**config.mk**
```make
export PLATFORM = sky130hd
export DESIGN_NAME = uart_rx_fifo
export DESIGN_NICKNAME = d
export VERILOG_FILES = /design/src/rtl/uart_pkg.sv /design/src/rtl/uart_sync_fifo.sv /design/src/rtl/uart_rx_fifo.sv
export SDC_FILE = /design/constraint.sdc
export NUM_CORES = 1
export LEC_CHECK = 0
export ABC_AREA = 1
export BUFFER_PORTS_ARGS = -buffer_cell sky130_fd_sc_hd__buf_2
export CORE_ASPECT_RATIO = 0.9
export CORE_MARGIN = 1.5
export CORE_UTILIZATION = 50
export CTS_CLUSTER_DIAMETER = 30
export DETAILED_ROUTE_END_ITERATION = 7
export GPL_TIMING_DRIVEN = 0
export PLACE_DENSITY = 0.64
export SYNTH_ARGS = -nofsm -noshare
export SYNTH_HDL_FRONTEND = slang
export SYNTH_HIERARCHICAL = 1
export SYNTH_SLANG_ARGS = --single-unit
```
**constraint.sdc**
```tcl
create_clock -name clk -period 4.5 [get_ports clk]
set_input_delay 0.675 -clock clk [delete_from_list [all_inputs] [get_ports clk]]
set_output_delay 0.675 -clock clk [all_outputs]
set_load 0.01 [all_outputs]
```
**src/rtl/uart_pkg.sv**
```systemverilog
`default_nettype none
// ============================================================================
// Module      : uart_pkg
// Description : Shared definitions for the oversampling UART receive path.
//               Receiver state encoding, parity-type constants and a ceil-log2
//               helper usable in constant expressions.
// Revision    : 1.0 - initial release
// ============================================================================
package uart_pkg;

    // Receiver states
    localparam logic [2:0] c_ST_IDLE   = 3'd0;
    localparam logic [2:0] c_ST_START  = 3'd1;
    localparam logic [2:0] c_ST_DATA   = 3'd2;
    localparam logic [2:0] c_ST_PARITY = 3'd3;
    localparam logic [2:0] c_ST_STOP1  = 3'd4;
    localparam logic [2:0] c_ST_STOP2  = 3'd5;

    // Parity-type selector values (odd_or_even_parity input)
    localparam logic c_PAR_ODD  = 1'b0;
    localparam logic c_PAR_EVEN = 1'b1;

    // Ceiling log2; clog2(1) = 0
    function automatic int clog2(input int value);
        int result;
        int rem;
        result = 0;
        rem    = value - 1;
        while (rem > 0) begin
            result++;
            rem = rem >> 1;
        end
        return result;
    endfunction

endpackage
`default_nettype wire

```
**src/rtl/uart_sync_fifo.sv**
```systemverilog
`default_nettype none
// ============================================================================
// Module      : uart_sync_fifo
// Description : Single-clock first-word-fall-through FIFO. The head word is
//               presented on o_rdata whenever o_empty is low; o_rdata reads
//               as zero while empty.
//   clk, rst  : clock, asynchronous active-high reset (flushes the FIFO)
//   i_push    : write i_wdata (accepted when not full, or full with a pop)
//   i_pop     : remove head word (ignored while empty)
//   o_rdata   : head word
//   o_full / o_empty / o_count : occupancy status, o_count = 0..DEPTH
// Revision    : 1.0 - initial release
// ============================================================================
module uart_sync_fifo
    import uart_pkg::*;
#(
    parameter int WIDTH = 10,
    parameter int DEPTH = 8
) (
    input  logic                  clk,
    input  logic                  rst,
    input  logic                  i_push,
    input  logic [WIDTH-1:0]      i_wdata,
    input  logic                  i_pop,
    output logic [WIDTH-1:0]      o_rdata,
    output logic                  o_full,
    output logic                  o_empty,
    output logic [clog2(DEPTH):0] o_count
);

    localparam int              c_AW   = clog2(DEPTH);
    localparam logic [c_AW:0]   c_FULL = (c_AW + 1)'(DEPTH);

    logic [WIDTH-1:0] r_mem [DEPTH];
    logic [c_AW-1:0]  r_wr_ptr;
    logic [c_AW-1:0]  r_rd_ptr;
    logic [c_AW:0]    r_count;

    logic w_do_push;
    logic w_do_pop;

    // A pop in the same cycle frees the slot a full FIFO needs for the push.
    always_comb begin
        w_do_pop  = i_pop && (r_count != '0);
        w_do_push = i_push && ((r_count != c_FULL) || w_do_pop);
    end

    always_ff @(posedge clk or posedge rst) begin
        if (rst) begin
            r_wr_ptr <= '0;
            r_rd_ptr <= '0;
            r_count  <= '0;
        end else begin
            if (w_do_push) r_wr_ptr <= r_wr_ptr + 1'b1;
            if (w_do_pop)  r_rd_ptr <= r_rd_ptr + 1'b1;
            case ({w_do_push, w_do_pop})
                2'b10:   r_count <= r_count + 1'b1;
                2'b01:   r_count <= r_count - 1'b1;
                default: r_count <= r_count;
            endcase
        end
    end

    // Storage needs no reset: its contents are masked while empty.
    always_ff @(posedge clk) begin
        if (w_do_push) r_mem[r_wr_ptr] <= i_wdata;
    end

    assign o_empty = (r_count == '0);
    assign o_full  = (r_count == c_FULL);
    assign o_count = r_count;
    assign o_rdata = o_empty ? '0 : r_mem[r_rd_ptr];

endmodule
`default_nettype wire

```
**src/rtl/uart_rx_fifo.sv**
```systemverilog
`default_nettype none
// ============================================================================
// Module      : uart_rx_fifo
// Description : Oversampling UART receiver with mid-bit majority vote,
//               false-start rejection, optional parity, 1 or 2 stop bits and
//               a first-word-fall-through receive FIFO carrying per-word
//               framing/parity error flags and a sticky overrun flag.
//   clk, rst            : clock, asynchronous active-high reset
//   rx                  : serial line (idle high, asynchronous)
//   parity_en           : parity bit follows the data bits
//   odd_or_even_parity  : 1 = even, 0 = odd parity
//   two_stop            : check two stop bits
//   rd_en               : pop head word
//   rd_data/rd_ferr/rd_perr : head word and its error flags
//   empty/full/count    : FIFO status
//   overrun             : sticky, a completed frame was dropped
//   busy                : receiver is inside a frame
// Revision    : 1.0 - initial release
// ============================================================================
module uart_rx_fifo
    import uart_pkg::*;
#(
    parameter int SYS_CLK    = 50_000_000,
    parameter int BAUD_RATE  = 9600,
    parameter int DATA_WIDTH = 8,
    parameter int OVERSAMPLE = 16,
    parameter int FIFO_DEPTH = 8
) (
    input  logic                       clk,
    input  logic                       rst,
    input  logic                       rx,
    input  logic                       parity_en,
    input  logic                       odd_or_even_parity,
    input  logic                       two_stop,
    input  logic                       rd_en,
    output logic [DATA_WIDTH-1:0]      rd_data,
    output logic                       rd_ferr,
    output logic                       rd_perr,
    output logic                       empty,
    output logic                       full,
    output logic [clog2(FIFO_DEPTH):0] count,
    output logic                       overrun,
    output logic                       busy
);

    localparam int c_DIV_RAW = SYS_CLK / (BAUD_RATE * OVERSAMPLE);
    localparam int c_DIV     = (c_DIV_RAW < 1) ? 1 : c_DIV_RAW;
    localparam int c_DIVW    = clog2(c_DIV) + 1;
    localparam int c_SCW     = clog2(OVERSAMPLE);
    localparam int c_BITW    = clog2(DATA_WIDTH);
    localparam int c_FW      = DATA_WIDTH + 2;

    localparam logic [c_DIVW-1:0] c_DIV_LAST = c_DIVW'(c_DIV - 1);
    localparam logic [c_SCW-1:0]  c_SC_V0    = c_SCW'(OVERSAMPLE / 2 - 1);
    localparam logic [c_SCW-1:0]  c_SC_V1    = c_SCW'(OVERSAMPLE / 2);
    localparam logic [c_SCW-1:0]  c_SC_DEC   = c_SCW'(OVERSAMPLE / 2 + 1);
    localparam logic [c_SCW-1:0]  c_SC_LAST  = c_SCW'(OVERSAMPLE - 1);
    localparam logic [c_BITW-1:0] c_BIT_LAST = c_BITW'(DATA_WIDTH - 1);

    // Registers
    logic                  r_rx_meta;
    logic                  r_rx_s;
    logic [c_DIVW-1:0]     r_div_cnt;
    logic [2:0]            r_state;
    logic [c_SCW-1:0]      r_sc;
    logic [c_BITW-1:0]     r_bit_idx;
    logic [DATA_WIDTH-1:0] r_shift;
    logic [1:0]            r_votes;
    logic                  r_par_en;
    logic                  r_par_type;
    logic                  r_two_stop;
    logic                  r_ferr;
    logic                  r_perr;
    logic                  r_overrun;

    // Next-state / combinational
    logic                  w_tick;
    logic                  w_vote;
    logic                  w_at_dec;
    logic                  w_at_end;
    logic                  w_par_expect;
    logic [2:0]            w_state_nxt;
    logic [c_SCW-1:0]      w_sc_nxt;
    logic [c_BITW-1:0]     w_bit_nxt;
    logic [DATA_WIDTH-1:0] w_shift_nxt;
    logic [1:0]            w_votes_nxt;
    logic                  w_par_en_nxt;
    logic                  w_par_type_nxt;
    logic                  w_two_stop_nxt;
    logic                  w_ferr_nxt;
    logic                  w_perr_nxt;
    logic                  w_push;
    logic [c_FW-1:0]       w_wdata;
    logic [c_FW-1:0]       w_head;
    logic                  w_full;
    logic                  w_empty;

    // Synchroniser, tick divider and receiver state registers
    always_ff @(posedge clk or posedge rst) begin
        if (rst) begin
            r_rx_meta  <= 1'b1;
            r_rx_s     <= 1'b1;
            r_div_cnt  <= '0;
            r_state    <= c_ST_IDLE;
            r_sc       <= '0;
            r_bit_idx  <= '0;
            r_shift    <= '0;
            r_votes    <= '0;
            r_par_en   <= 1'b0;
            r_par_type <= 1'b0;
            r_two_stop <= 1'b0;
            r_ferr     <= 1'b0;
            r_perr     <= 1'b0;
        end else begin
            r_rx_meta  <= rx;
            r_rx_s     <= r_rx_meta;
            r_div_cnt  <= w_tick ? '0 : r_div_cnt + 1'b1;
            r_state    <= w_state_nxt;
            r_sc       <= w_sc_nxt;
            r_bit_idx  <= w_bit_nxt;
            r_shift    <= w_shift_nxt;
            r_votes    <= w_votes_nxt;
            r_par_en   <= w_par_en_nxt;
            r_par_type <= w_par_type_nxt;
            r_two_stop <= w_two_stop_nxt;
            r_ferr     <= w_ferr_nxt;
            r_perr     <= w_perr_nxt;
        end
    end

    // Two earlier samples are held in r_votes; the third is the live sample
    // at the decision point.
    always_comb begin
        w_tick       = (r_div_cnt == c_DIV_LAST);
        w_vote       = (r_votes[0] & r_votes[1]) | (r_votes[0] & r_rx_s) |
                       (r_votes[1] & r_rx_s);
        w_at_dec     = w_tick && (r_sc == c_SC_DEC);
        w_at_end     = w_tick && (r_sc == c_SC_LAST);
        w_par_expect = (r_par_type == c_PAR_EVEN) ? 1'b0 : 1'b1;
    end

    always_comb begin
        w_state_nxt    = r_state;
        w_sc_nxt       = r_sc;
        w_bit_nxt      = r_bit_idx;
        w_shift_nxt    = r_shift;
        w_votes_nxt    = r_votes;
        w_par_en_nxt   = r_par_en;
        w_par_type_nxt = r_par_type;
        w_two_stop_nxt = r_two_stop;
        w_ferr_nxt     = r_ferr;
        w_perr_nxt     = r_perr;
        w_push         = 1'b0;
        // The final stop-bit sample is folded in directly so the word can be
        // written in the same cycle the decision is made.
        w_wdata        = {r_ferr | ~w_vote, r_perr, r_shift};

        if (w_tick && (r_state != c_ST_IDLE)) begin
            w_sc_nxt = (r_sc == c_SC_LAST) ? '0 : r_sc + 1'b1;
            if (r_sc == c_SC_V0) w_votes_nxt[0] = r_rx_s;
            if (r_sc == c_SC_V1) w_votes_nxt[1] = r_rx_s;
        end

        case (r_state)
            c_ST_IDLE: begin
                if (w_tick && !r_rx_s) begin
                    w_state_nxt = c_ST_START;
                    w_sc_nxt    = '0;
                end
            end
            c_ST_START: begin
                if (w_at_dec) begin
                    if (w_vote) begin
                        w_state_nxt = c_ST_IDLE;
                    end else begin
                        w_par_en_nxt   = parity_en;
                        w_par_type_nxt = odd_or_even_parity;
                        w_two_stop_nxt = two_stop;
                        w_ferr_nxt     = 1'b0;
                        w_perr_nxt     = 1'b0;
                        w_bit_nxt      = '0;
                    end
                end else if (w_at_end) begin
                    w_state_nxt = c_ST_DATA;
                end
            end
            c_ST_DATA: begin
                if (w_at_dec) begin
                    w_shift_nxt = {w_vote, r_shift[DATA_WIDTH-1:1]};
                end else if (w_at_end) begin
                    if (r_bit_idx == c_BIT_LAST) begin
                        w_bit_nxt   = '0;
                        w_state_nxt = r_par_en ? c_ST_PARITY : c_ST_STOP1;
                    end else begin
                        w_bit_nxt = r_bit_idx + 1'b1;
                    end
                end
            end
            c_ST_PARITY: begin
                if (w_at_dec) begin
                    w_perr_nxt = (((^r_shift) ^ w_vote) != w_par_expect);
                end else if (w_at_end) begin
                    w_state_nxt = c_ST_STOP1;
                end
            end
            c_ST_STOP1: begin
                if (w_at_dec) begin
                    if (!w_vote) w_ferr_nxt = 1'b1;
                    if (!r_two_stop) begin
                        w_push      = 1'b1;
                        w_state_nxt = c_ST_IDLE;
                    end
                end else if (w_at_end) begin
                    w_state_nxt = c_ST_STOP2;
                end
            end
            c_ST_STOP2: begin
                if (w_at_dec) begin
                    if (!w_vote) w_ferr_nxt = 1'b1;
                    w_push      = 1'b1;
                    w_state_nxt = c_ST_IDLE;
                end
            end
            default: begin
                w_state_nxt = c_ST_IDLE;
            end
        endcase
    end

    uart_sync_fifo #(
        .WIDTH (c_FW),
        .DEPTH (FIFO_DEPTH)
    ) u_fifo (
        .clk     (clk),
        .rst     (rst),
        .i_push  (w_push),
        .i_wdata (w_wdata),
        .i_pop   (rd_en),
        .o_rdata (w_head),
        .o_full  (w_full),
        .o_empty (w_empty),
        .o_count (count)
    );

    // A drop needs a full FIFO with no pop; an accepted read clears the flag.
    always_ff @(posedge clk or posedge rst) begin
        if (rst) begin
            r_overrun <= 1'b0;
        end else if (w_push && w_full && !rd_en) begin
            r_overrun <= 1'b1;
        end else if (rd_en && !w_empty) begin
            r_overrun <= 1'b0;
        end
    end

    assign rd_data = w_head[DATA_WIDTH-1:0];
    assign rd_perr = w_head[DATA_WIDTH];
    assign rd_ferr = w_head[DATA_WIDTH+1];
    assign empty   = w_empty;
    assign full    = w_full;
    assign overrun = r_overrun;
    assign busy    = (r_state != c_ST_IDLE);

endmodule
`default_nettype wire

```
Yosys cells after proc, flatten, opt, wreduce, memory -nomap -nowiden
Memories as Yosys holds them, arrays and structs flattened.
Cells that the tools add are included.

cells by class
  reductions and logical operators = 32
  multiplexer cells = 44
  bitwise operators = 8
  equality and inequality tests = 32
  $add $sub $neg = 7

operator list
  cell                   count
  $mux 3                 19
  $ne 2x2->1 const B     11
  $mux 10                2
  $pmux 3 s6             1
  $eq 4x4->1 const B     4
  $mux 4                 4
  $mux 1                 13
  $ne 3x3->1 const B     4
  $reduce_and 11->1      1
  $add 10x1->10 const B  1
  $eq 10x9->1 const B    1
  $reduce_and 5->1       2
  $reduce_bool 2->1      5
  $add 3x1->3 const B    3
  $eq 3x3->1 const B     3
  $logic_and 1x1->1      9
  $add 4x1->4 const B    2
  $pmux 4 s2             1
  $reduce_xor 8->1       1
  $eq 3x2->1 const B     2
  $pmux 1 s2             3
  $pmux 3 s2             1
  $reduce_and 2->1       3
  $eq 4x3->1 const B     1
  20 further kinds       26

word-level totals
  output and inout bits = 18
  input bits = 7
  memories kept = 1
  logic and storage cells = 142
  register bits after elaboration = 48
  memory bits (writable) = 80

memory list
  memory        words  width  read ports  clocked after memory_dff  wr ports  line                  text
  u_fifo.r_mem  8      10     1           0                         1         uart_sync_fifo.sv:34  logic [WIDTH-1:0] r_mem [DEPTH];

Depth between registers and ports, before layout
  word-level depth = 7
  depth in mapped cells = 16
  mapped depth without buffers = 16

Hierarchy
Netlist, hierarchy kept.

modules (own cells, without submodules)
  module          area an instance (µm²)  sequential area each (µm²)  cells an instance  instances
  uart_sync_fifo  3,807.4                 2,652.5                     320                1
  uart_rx_fifo    2,092.0                 953.4                       257                1

Worst setup path before layout
Ideal clock, no wire load.

  path type = register to register
  start = reg r_sc[1]
  end = reg u_fifo.r_count[3] (netlist: u_fifo/o_count[3])
  buffers on the path = 0
  required time = 4,383 ps
  period minus slack after synthesis = 2,524 ps
  arrival time = 2,407 ps
  stages on the path, launching flop included = 17
  setup time = 117 ps
  path slack = 1,976 ps
  cell sequence = dfrtp_1 inv_1 ha_1 inv_1 nor2_1 nand3_4 nor4_2 nand3b_2 inv_1 ha_1 nand2_1 nand2_1 a21o_1 nand2_1 nand2_1 nand2_1 nand2_1

between the ends
  word-level cells in the longest chain between the ends = 7
  elaborated cells between the ends (all ways) = 10
  classes of those cells = eq/ne (3); mux (4); reduce/logical (3)

ends and longest elaborated chain
  element                                          line                                      text
  start: declaration                               uart_rx_fifo.sv:65                        logic [c_SCW-1:0] r_sc;
  start signal: assignment                         uart_rx_fifo.sv:119                       r_sc <= w_sc_nxt;
  $eq 4x4->1 *                                     uart_rx_fifo.sv:137                       w_at_dec = w_tick && (r_sc == c_SC_DEC);
  $logic_and 1x1->1 *                              uart_rx_fifo.sv:137
  $mux 1 (on tied branches)                        uart_rx_fifo.sv:218, uart_rx_fifo.sv:207
  $pmux 1 s2 *                                     uart_rx_fifo.sv:164                       case (r_state)
  named net w_push                                 uart_rx_fifo.sv:92                        logic w_push;
  $logic_and 1x1->1 *                              uart_sync_fifo.sv:45                      w_do_push = i_push && ((r_count != c_FULL) || w_do_pop);
  $eq 2x1->1 or $eq 2x2->1 (tied branches)         uart_sync_fifo.sv:56                      case ({w_do_push, w_do_pop})
  $pmux 4 s2 or $reduce_bool 2->1 (tied branches)  --
  end signal: assignment                           uart_sync_fifo.sv:57                      2'b10: r_count <= r_count + 1'b1;
  end signal: assignment                           uart_sync_fifo.sv:58                      2'b01: r_count <= r_count - 1'b1;
  end signal: assignment                           uart_sync_fifo.sv:59                      default: r_count <= r_count;
  end: declaration                                 uart_sync_fifo.sv:37                      logic [c_AW:0] r_count;

The timed path passes the listed nets; every way through them passes the cells marked *.
A chain may end at the register's enable or synchronous reset.

Final worst setup path
  start = reg r_sc[1]
  end = mem u_fifo.r_mem[3][1] (enable)

between the ends
  word-level cells in the longest chain between the ends = 7
  elaborated cells between the ends (all ways) = 8
  classes of those cells = eq/ne (1); mux (5); reduce/logical (2)

ends and longest elaborated chain
  element                         line                                      text
  $eq 4x4->1 *                    uart_rx_fifo.sv:137
  $logic_and 1x1->1 *             uart_rx_fifo.sv:137
  $mux 1 (on tied branches)       uart_rx_fifo.sv:218, uart_rx_fifo.sv:207
  $pmux 1 s2 *                    uart_rx_fifo.sv:164
  named net w_push                uart_rx_fifo.sv:92
  $logic_and 1x1->1 *             uart_sync_fifo.sv:45
  $mux 1 *                        uart_sync_fifo.sv:66                      if (w_do_push) r_mem[r_wr_ptr] <= i_wdata;
  $mux 1 (implied by the code) *  uart_sync_fifo.sv:66
  end: declaration                uart_sync_fifo.sv:34

Marks and branches as above.

==> qor.yml <==
status: "finished clean"
cts_sinks: 128
grt_overflow: 0
vias: 4101
cts_hold_buf: 0
path_cells: "inv_1 -> ha_1 -> inv_1 -> nor2_1 -> nand3_4 -> nor4_2 -> nand2_2 -> inv_1 -> nand2_1 -> nor2_1"
worstSetupEndpointType: "flip-flop"
cp_max_fo: 10
cp.arrival_ps: 3240
synthCells: 577
avgViaCountPerCell: 5.198
ir_drop_mv: 0.2962
grt_max_degree: 39
syn_area_per_cell_um2: 10.22
cts_tree: "yes"
maxCapViolCount: 0
syn-num-nets: 596
start_kind: "flip-flop"
die_w_um: 117.5
period_needed_ps: 3213
io_pins: 25
min_path_type: "primary input to asynchronous set/reset pin"
drive_gt1_share_pct: 16.27
ys_types: 42
layout.cells.non_filler: 789
drc: 0
yosysTopAreaCellShare_pct: 40.72
max_stage_delay_ps: 760
tightestPinTransition_ps: 973.6
power_density_nw_per_um2: 541.4
yosys_warnings: 6
start_util_pct: 51.38
ys_seq_area_share_pct: 61.12
clockRootBuffer: "clkbuf_16"
grt_pass1_vias: 3990
num-nets-final: 639
wirelength_um: 11660
max_slew_margin_pct: 34.85
post_cts_buffers: 0
antenna_cells: 0
final_util_pct: 59.01
antenna_found_initial: 0
drtIter0Drc: 219
finalHoldViolations: 0
grt.total_usage_pct: 20.44
io_buffers: 24
final-setup-viol-count: 0
final_antenna_net_count: 0
crit_buf_inv: 3
place_congestion: 0.8616
clockBufferDepth: 2
final.setup_skew_ps: 10.42
finalCritPeriodShare_pct: 71.40
syn_area_um2: 5899
die-area_um2: 12460
total_power_uw: 3668
cp_slowest_cell: "nor2_1"
worst_slack_ps: 1287
netlist_top_cells_area: "edfxtp_1, dfrtp_1, nor2_1"
max_freq_mhz: 311.2
coreArea_um2: 11480
slew_violations: 0
place_ws_ps: 1292
clk_pin_slew_ps: 50
crit_family: "simple AND/OR/NAND/NOR gates"
firstDrtPassIters: 5
dp_cells: 757
rows: 37
area_growth_pct: 14.85
leakagePower_uw: 0.003021
wire_per_inst_um: 14.78
clock_latency_ps: 420
dp_hpwl_um: 8111
ys_ff_latch: 128
critPathMostFrequentCell: "inv_1"
cts-htree-levels: 4
fin_tns_setup_ps: 0
rsz0062_at_grt: "no"
yosysTopAreaCell: "edfxtp_1"
die_y_um: 106.1
numCtsBuffers: 17
grt_first_pass_wirelength_um: 19510
crit_required_ps: 4530
cts_resized: 0
critical_path_class: "flip-flop to flip-flop"
## synthesized netlist by cell type (all sizes together)
library cell / instances
a32o: 1
or2: 2
o211ai: 10
edfxtp: 80
o22ai: 10
dfstp: 2
ha: 11
nand3: 26
buf: 14
xnor2: 8
nor3: 12
a21oi: 18
a22oi: 1
inv: 64
nand2: 86
clkbuf: 3
dfrtp: 46
xor2: 5
nand4: 6
nand3b: 3
nor2: 108
mux2: 1
o21ai: 53
a21o: 1
clkinv: 1
nor4: 1
a211oi: 2
o21a: 1
fa: 1
## layout make-up
class                   instances  area (um2)
fillers                       974        4706
flip-flops and latches        128        3606
multi-input cells             367        1944
clock buffers                  24       471.7
inverters                      65       245.2
well taps                     156       195.2
repair buffers                 24       120.1
plain buffers                  17       103.9
clock inverters                 8       88.84
## per-stage QoR
step	hold slack, ps	area [um2]
floorplan	345.2	5899
global placement	349.4	6215
detailed placement	353.0	6215
CTS	269.2	6775
global route	300.9	6775
finish	264.2	6775
## registers in the layout (all words and copies together), names as in the netlist
register	cells
r_ferr	1
u_fifo/r_mem	80
r_rx_meta	1
r_two_stop	1
u_fifo/r_rd_ptr	3
r_sc	4
r_state	3
r_perr	1
r_rx_s	1
u_fifo/r_wr_ptr	3
overrun	1
r_bit_idx	3
r_shift	8
r_par_en	1
u_fifo/o_count	4
r_votes	2
r_par_type	1
r_div_cnt	10
## kinds of logic after synthesis
kind of cell / after synthesis / share of synthesized area (%)
buffers and inverters: 82 / 5.917
and+or+nand+nor: 244 / 18.94
xor gates and xnor gates: 13 / 1.930
AOI/OAI and AO/OA: 97 / 9.162
DFF: 128 / 61.12
muxes: 1 / 0.2544
adders and majority gates: 12 / 2.672
## worst reg2reg max path, delay by kind of cell, from the launching register on
kind                     cells  cell delay, ps
adder cells (fa/ha/maj)      1             160
buffers and inverters        3             280
flip-flops                   1             370
AND/OR/NAND/NOR              6            2020
## per-layer routing
layer / GRT usage [%] / share of wire (%) / vias to the layer above
li1: - / - / 2038
met1: 26.58 / 46 / 1971
met2: 33.87 / 48 / 85
met3: 5.633 / 4.7 / 7
met4: 6.098 / 0.57 / 0
met5: 0 / 0 / -
## cells in the final DEF, fill, tap and decap left out, types with 2 or more instances in the layout
cell,Yosys,routed
dfstp_2,2,2
clkinv_2,1,3
dfrtp_1,46,46
o22ai_1,10,10
ha_1,11,11
clkbuf_1,3,8
nand4_1,6,6
clkbuf_16,0,17
a211oi_1,2,2
inv_1,56,55
nor3_1,11,11
nand3_1,23,23
nor2_4,4,4
nand2_2,5,5
nand2_4,2,2
nand3b_1,2,2
edfxtp_1,80,80
buf_6,2,2
buf_2,8,32
clkbuf_8,0,2
nand2_1,79,79
o21ai_1,51,51
o21ai_0,2,2
a21oi_1,18,18
clkinv_1,0,3
o211ai_1,10,10
nor2_1,95,95
xnor2_1,8,8
nor2_2,9,9
buf_4,4,4
xor2_1,5,5
nand3_2,2,2
bufinv_16,0,2
inv_2,8,9
## power breakdown
part           internal [uW]  switching (uW)  leakage [uW]  total [uW]
Clock                    835             449      0.000271        1280
Sequential              1280            50.4       0.00150        1330
Combinational            405             653       0.00125        1060
## worst paths after layout
check,from,end,slack [ps],cells past startpoint
setup / recovery,r_sc[1]$_DFF_PP0_,u_fifo/r_mem[3][1]$_DFFE_PP_,1290,10
hold / removal,rst,u_fifo/o_count[3]$_DFFE_PP0P_,260,2
setup reg to reg,r_sc[1]$_DFF_PP0_,u_fifo/r_mem[3][1]$_DFFE_PP_,1290,10
hold reg to reg,r_rx_meta$_DFF_PP1_,r_rx_s$_DFF_PP1_,360,0
max in group asynchronous,rst,r_shift[2]$_DFFE_PP0P_,3560,2
min in group clk,rx,r_rx_meta$_DFF_PP1_,350,1
Note: power is estimated with default switching activity, not from simulation.
